[config.mk]
export PLATFORM = sky130hd
export DESIGN_NAME = disparity_decimate_filter
export DESIGN_NICKNAME = d
export VERILOG_FILES = /design/src/rtl/disparity_pkg.sv /design/src/rtl/popcount_n.sv /design/src/rtl/disparity_decimate_filter.sv
export SDC_FILE = /design/constraint.sdc
export NUM_CORES = 1
export LEC_CHECK = 0
export BUFFER_PORTS_ARGS = -buffer_cell sky130_fd_sc_hd__buf_2
export CAP_MARGIN = 15
export CORE_ASPECT_RATIO = 1.2
export CORE_MARGIN = 5
export CORE_UTILIZATION = 56
export CTS_BUF_LIST = sky130_fd_sc_hd__clkbuf_4 sky130_fd_sc_hd__clkbuf_8
export DETAILED_ROUTE_END_ITERATION = 6
export GPL_TIMING_DRIVEN = 0
export MAX_ROUTING_LAYER = met4
export PLACE_DENSITY = 0.82
export SKIP_LAST_GASP = 1
export SLEW_MARGIN = 20
export SYNTH_ARGS = -nofsm -noshare
export SYNTH_HDL_FRONTEND = slang
export SYNTH_HIERARCHICAL = 1
export SYNTH_SLANG_ARGS = --single-unit
[constraint.sdc]
create_clock -name clk -period 2.34 [get_ports clk]
set_input_delay 0.351 -clock clk [delete_from_list [all_inputs] [get_ports clk]]
set_output_delay 0.351 -clock clk [all_outputs]
set_load 0.01 [all_outputs]
[src/rtl/disparity_pkg.sv]
// Shared constants and pixel record for the disparity decimation path.
// Downstream framers reuse disp_pix_t to carry one decimated pixel.
package disparity_pkg;
  localparam int DECIMATE_FACTOR = 2;
  localparam int FRAME_W         = 240;
  localparam int FRAME_H         = 240;
  localparam int DISPARITY_BITS  = 5;

  localparam int OUT_W = FRAME_W / DECIMATE_FACTOR;
  localparam int OUT_H = FRAME_H / DECIMATE_FACTOR;
  localparam int CNT_W = $clog2(DECIMATE_FACTOR * DECIMATE_FACTOR + 1);
  localparam int X_W   = $clog2(OUT_W);
  localparam int Y_W   = $clog2(OUT_H);

  typedef struct packed {
    logic [7:0]       disp;
    logic [7:0]       conf;
    logic [CNT_W-1:0] ones;
    logic             keep;
    logic [X_W-1:0]   x;
    logic [Y_W-1:0]   y;
    logic             sof;
    logic             eol;
  } disp_pix_t;

  typedef enum logic {
    IDLE  = 1'b0,
    ACCUM = 1'b1
  } dd_state_e;
endpackage

[src/rtl/popcount_n.sv]
// Combinational population count of a width-bit vector.
module popcount_n #(
  parameter int width = 2
) (
  input  logic [width-1:0]             bits,
  output logic [$clog2(width+1)-1:0]   count
);
  localparam int CW = $clog2(width + 1);

  always_comb begin
    count = '0;
    for (int i = 0; i < width; i++)
      count = count + CW'(bits[i]);
  end
endmodule

[src/rtl/disparity_decimate_filter.sv]
// Accumulates decimate_factor beats into one block popcount, gates disparity
// by count/confidence thresholds and emits one pixel with x/y and frame markers.
module disparity_decimate_filter
  import disparity_pkg::*;
#(
  parameter int decimate_factor = DECIMATE_FACTOR,
  parameter int frame_w         = FRAME_W,
  parameter int frame_h         = FRAME_H,
  parameter int disparity_bits  = DISPARITY_BITS,
  localparam int out_w  = frame_w / decimate_factor,
  localparam int out_h  = frame_h / decimate_factor,
  localparam int cnt_w  = $clog2(decimate_factor * decimate_factor + 1),
  localparam int x_w    = $clog2(out_w),
  localparam int y_w    = $clog2(out_h)
) (
  input  logic                       clk,
  input  logic                       reset,
  input  logic [decimate_factor-1:0] pix_in,
  input  logic [7:0]                 conf_in,
  input  logic [7:0]                 disp_in,
  input  logic                       pix_in_valid,
  input  logic [cnt_w-1:0]           min_ones,
  input  logic [7:0]                 min_conf,
  output logic [7:0]                 disp_out,
  output logic [7:0]                 conf_out,
  output logic [cnt_w-1:0]           ones_out,
  output logic                       keep_out,
  output logic [x_w-1:0]             x_out,
  output logic [y_w-1:0]             y_out,
  output logic                       sof_out,
  output logic                       eol_out,
  output logic                       out_valid
);
  localparam int beat_w = $clog2(decimate_factor);
  localparam int pc_w   = $clog2(decimate_factor + 1);

  dd_state_e                 state, state_nxt;
  logic [beat_w-1:0]         beat;
  logic [cnt_w-1:0]          acc, sum;
  logic [pc_w-1:0]           pc;
  logic [7:0]                conf_r;
  logic [disparity_bits-1:0] disp_r;
  logic [x_w-1:0]            x_cnt;
  logic [y_w-1:0]            y_cnt;
  logic                      last_beat, keep_nxt;

  popcount_n #(.width(decimate_factor)) u_pc (
    .bits  (pix_in),
    .count (pc)
  );

  assign sum       = acc + cnt_w'(pc);
  assign last_beat = pix_in_valid && (beat == beat_w'(decimate_factor - 1));
  // Thresholds are taken live in the last-beat cycle; conf_r was latched on beat 0.
  assign keep_nxt  = (sum >= min_ones) && (conf_r >= min_conf);

  always_ff @(posedge clk or negedge reset) begin
    if (!reset) state <= IDLE;
    else        state <= state_nxt;
  end

  always_comb begin
    state_nxt = state;
    case (state)
      IDLE:    if (pix_in_valid) state_nxt = ACCUM;
      ACCUM:   if (last_beat)    state_nxt = IDLE;
      default: state_nxt = IDLE;
    endcase
  end

  always_ff @(posedge clk or negedge reset) begin
    if (!reset) begin
      beat   <= '0;
      acc    <= '0;
      conf_r <= '0;
      disp_r <= '0;
    end else if (pix_in_valid) begin
      beat <= last_beat ? '0 : beat + beat_w'(1);
      if (state == IDLE) begin
        acc    <= cnt_w'(pc);
        conf_r <= conf_in;
        disp_r <= disp_in[disparity_bits-1:0];
      end else begin
        acc <= sum;
      end
    end
  end

  always_ff @(posedge clk or negedge reset) begin
    if (!reset) begin
      out_valid <= 1'b0;
      disp_out  <= '0;
      conf_out  <= '0;
      ones_out  <= '0;
      keep_out  <= 1'b0;
      x_out     <= '0;
      y_out     <= '0;
      sof_out   <= 1'b0;
      eol_out   <= 1'b0;
      x_cnt     <= '0;
      y_cnt     <= '0;
    end else begin
      out_valid <= last_beat;
      sof_out   <= 1'b0;
      eol_out   <= 1'b0;
      if (last_beat) begin
        ones_out <= sum;
        keep_out <= keep_nxt;
        disp_out <= keep_nxt ? 8'(disp_r) : 8'd0;
        conf_out <= conf_r;
        x_out    <= x_cnt;
        y_out    <= y_cnt;
        sof_out  <= (x_cnt == '0) && (y_cnt == '0);
        eol_out  <= (x_cnt == x_w'(out_w - 1));
        if (x_cnt == x_w'(out_w - 1)) begin
          x_cnt <= '0;
          y_cnt <= (y_cnt == y_w'(out_h - 1)) ? '0 : y_cnt + y_w'(1);
        end else begin
          x_cnt <= x_cnt + x_w'(1);
        end
      end
    end
  end
endmodule

==> results.ini <==
[run]
drv_cap=0

[layout]
final_common_cell=nand2_1
area_growth_pct=21.3
nNetsFinal=432
final_cell_mix=nand2_1, dfrtp_1, buf_2, o21ai_0, inv_1
multi_input_area_um2=1250
fill_cells=404
regArea_um2=1650
finalInstanceArea_um2=3700
antenna_cells=0
drive_above_1_share=0.274

[synth]
synth_cell_types=44
syn_inst=306
ys_ff_latch=66
avgSynthCellArea_um2=9.97
async_flop_share=1.00
yosys_warnings=6
synth_ff_type=dfrtp_1
ys_seq_area_frac=0.541
synth_edf_count=0
syn_area_um2=3050

[timing]
min_period_ps=2180
rsz0062_at_grt=false
finalClockSkew_ps=6.90
slew_violations=0
worst_slew_pin_slew_ps=605
finalSetupViolCount=0
fin_hold_ws_ps=205
post-route-period-util=0.933
maxSlewHeadroom=0.596
max_freq_mhz=458
final-hold-violation-count=0
setup-tns-final_ps=0

[worst_setup_path]
critPathRequiredTime_ps=2600
cp-end-kind=flop
path_class=input port to flop
cp.arrival_ps=2440
startpoint_type=input port
path_max_fanout=6

[grt]
gr-total-overflow=0
grt_pass1_wl_um=10900
antenna_found_initial=0
grt_usage=0.203
grt_max_degree=48
grt_pass1_vias=2394

[cts]
cts_buffer_depth=2
htreeDepth=3
cts_root_buf=clkbuf_8
cts_tree=yes
numCtsBuffers=9
clk_latency_ps=350
cts_sinks=66
cts.reportedPaths.clkPinSlew_ps=70

[die]
die_area_um2=7030
fp.dieW_um=77.4
io_pins=69
start_util=0.576
core-area_um2=5300
row_count=29
die_height_um=90.9

[placed_design]
dp_hpwl_um=4580
place.gp.congestion=0.829
port_buffers=61
post_dp_cell_area_um2=3470

[drt]
wirelength_um=6470
post_drt_wl_per_cell_um=14.4
drt_iter0_drc=130
ant_nets=0
drt_pass1_iterations=4
vias=2353
drc=0
vias_per_cell=5.24

[outcome]
status=finished, final reports clean

[power]
vdd_drop_max_uv=725
p_leak_nw=1.95
powerDensity_nw_per_um2=1180

[min_path]
hp-class=input port to flop

## cells in the mapped netlist (all sizes together) (2+ instances only)
cell type,instances,area (um^2)
dfrtp,66,1650
xnor2,2,17.5
clkbuf,6,22.5
buf,9,55.1
clkinv,2,10.0
nor2,4,15.0
or3,2,12.5
nor2b,4,25.0
mux2,10,116
a21oi,7,35.0
nor3,2,10.0
and3,2,12.5
a21o,2,15.0
xor2,2,17.5
nand4,3,18.8
mux2i,2,20.0
nor4b,2,17.5
o21ai,27,135
nand2,82,313
inv,24,90.1
nand2b,2,12.5
ha,17,213
nor3b,2,15.0
nand3,7,47.6
and4,2,20.0
o31ai,5,37.5
## critical path: stages
cell and delay, ps:
buf_2 100, ha_1 300, ha_1 200, fa_1 420, xor2_1 200, ha_1 300, nand2_1 60, o21ai_2 160
nand2_2 140, o31ai_1 230
## layout make-up
| cell class | instances | share of cell area |
|---|---|---|
| Multi-Input combinational cell | 201 | 0.337 |
| Tap cell | 62 | 0.0210 |
| Timing Repair Buffer | 63 | 0.0933 |
| Inverter | 26 | 0.0270 |
| Clock buffer | 10 | 0.0372 |
| Sequential cell | 66 | 0.446 |
| Clock inverter | 6 | 0.0179 |
| Buffer | 15 | 0.0210 |
## per-layer routing
metal | share of wire | global-route usage | vias up
met5 | 0 | - | -
met4 | 0.013 | 0.0745 | 0
met3 | 0.064 | 0.0619 | 11
met2 | 0.51 | 0.328 | 68
li1 | - | - | 1164
met1 | 0.41 | 0.238 | 1110
## cells by family (layout without fill, tap and decap cells)
family                     count (synthesis)  after routing  synth area share
and+or+nand+nor                          118            118             0.180
DFF                                       66             66             0.541
AOI/OAI and AO/OA                         46             46            0.0869
buffers and inverters                     41            120            0.0582
adders and majority gates                 18             18            0.0763
muxes                                     12             12            0.0447
xor gates and xnor gates                   4              4            0.0115
other                                      1              3           0.00123
## registers in the layout, indices dropped and copies added (netlist names)
register and count:
conf_out 8, conf_r 8, x_cnt 7, x_out 7, y_cnt 7, y_out 7
disp_out 5, disp_r 5, acc 3, ones_out 3, beat 1, eol_out 1
keep_out 1, out_valid 1, sof_out 1, state 1
## per-stage QoR
stage / cells / util / total power [mW] / worst slack, ps
6_report: 449 / 0.699 / 4.39 / 156
5_1_grt: 449 / 0.699 / 4.73 / 6.29
4_1_cts: 449 / 0.697 / 4.41 / 35.7
3_5_place_dp: 432 / 0.655 / 3.41 / -444
3_3_place_gp: 431 / 0.650 / 3.32 / -303
2_1_floorplan: 308 / - / 2.83 / 64.5
## report_power, final
part | internal [mW] | total [mW] | switching (mW)
logic | 0.653 | 1.56 | 0.904
clock network | 0.520 | 0.967 | 0.447
registers | 1.58 | 1.86 | 0.281
total | 2.75 | 4.39 | 1.63
## worst paths after layout
check / start / endpoint / slack (ps) / cells past startpoint
worst max-delay path: pix_in[0] / disp_out[0] / 160 / 10
worst min-delay path: disp_in[3] / disp_r[3] / 200 / 3
worst max register to register: acc[0] / disp_out[0] / 160 / 8
worst min register to register: x_out[3] / x_out[3] / 470 / 2
max in group asynchronous: reset / disp_out[4] / 1410 / 3
min in group asynchronous: reset / y_cnt[3] / 420 / 2
## timing repair
item	4_1_cts	5_1_grt
gates resized for setup	3	2
buffers inserted	0	0
hold endpoints to repair	19	0
setup endpoints to repair	5	5
cloned	0	0
pin swaps	1	0
hold buffers	1	0
(Power assumes the default switching activity.)
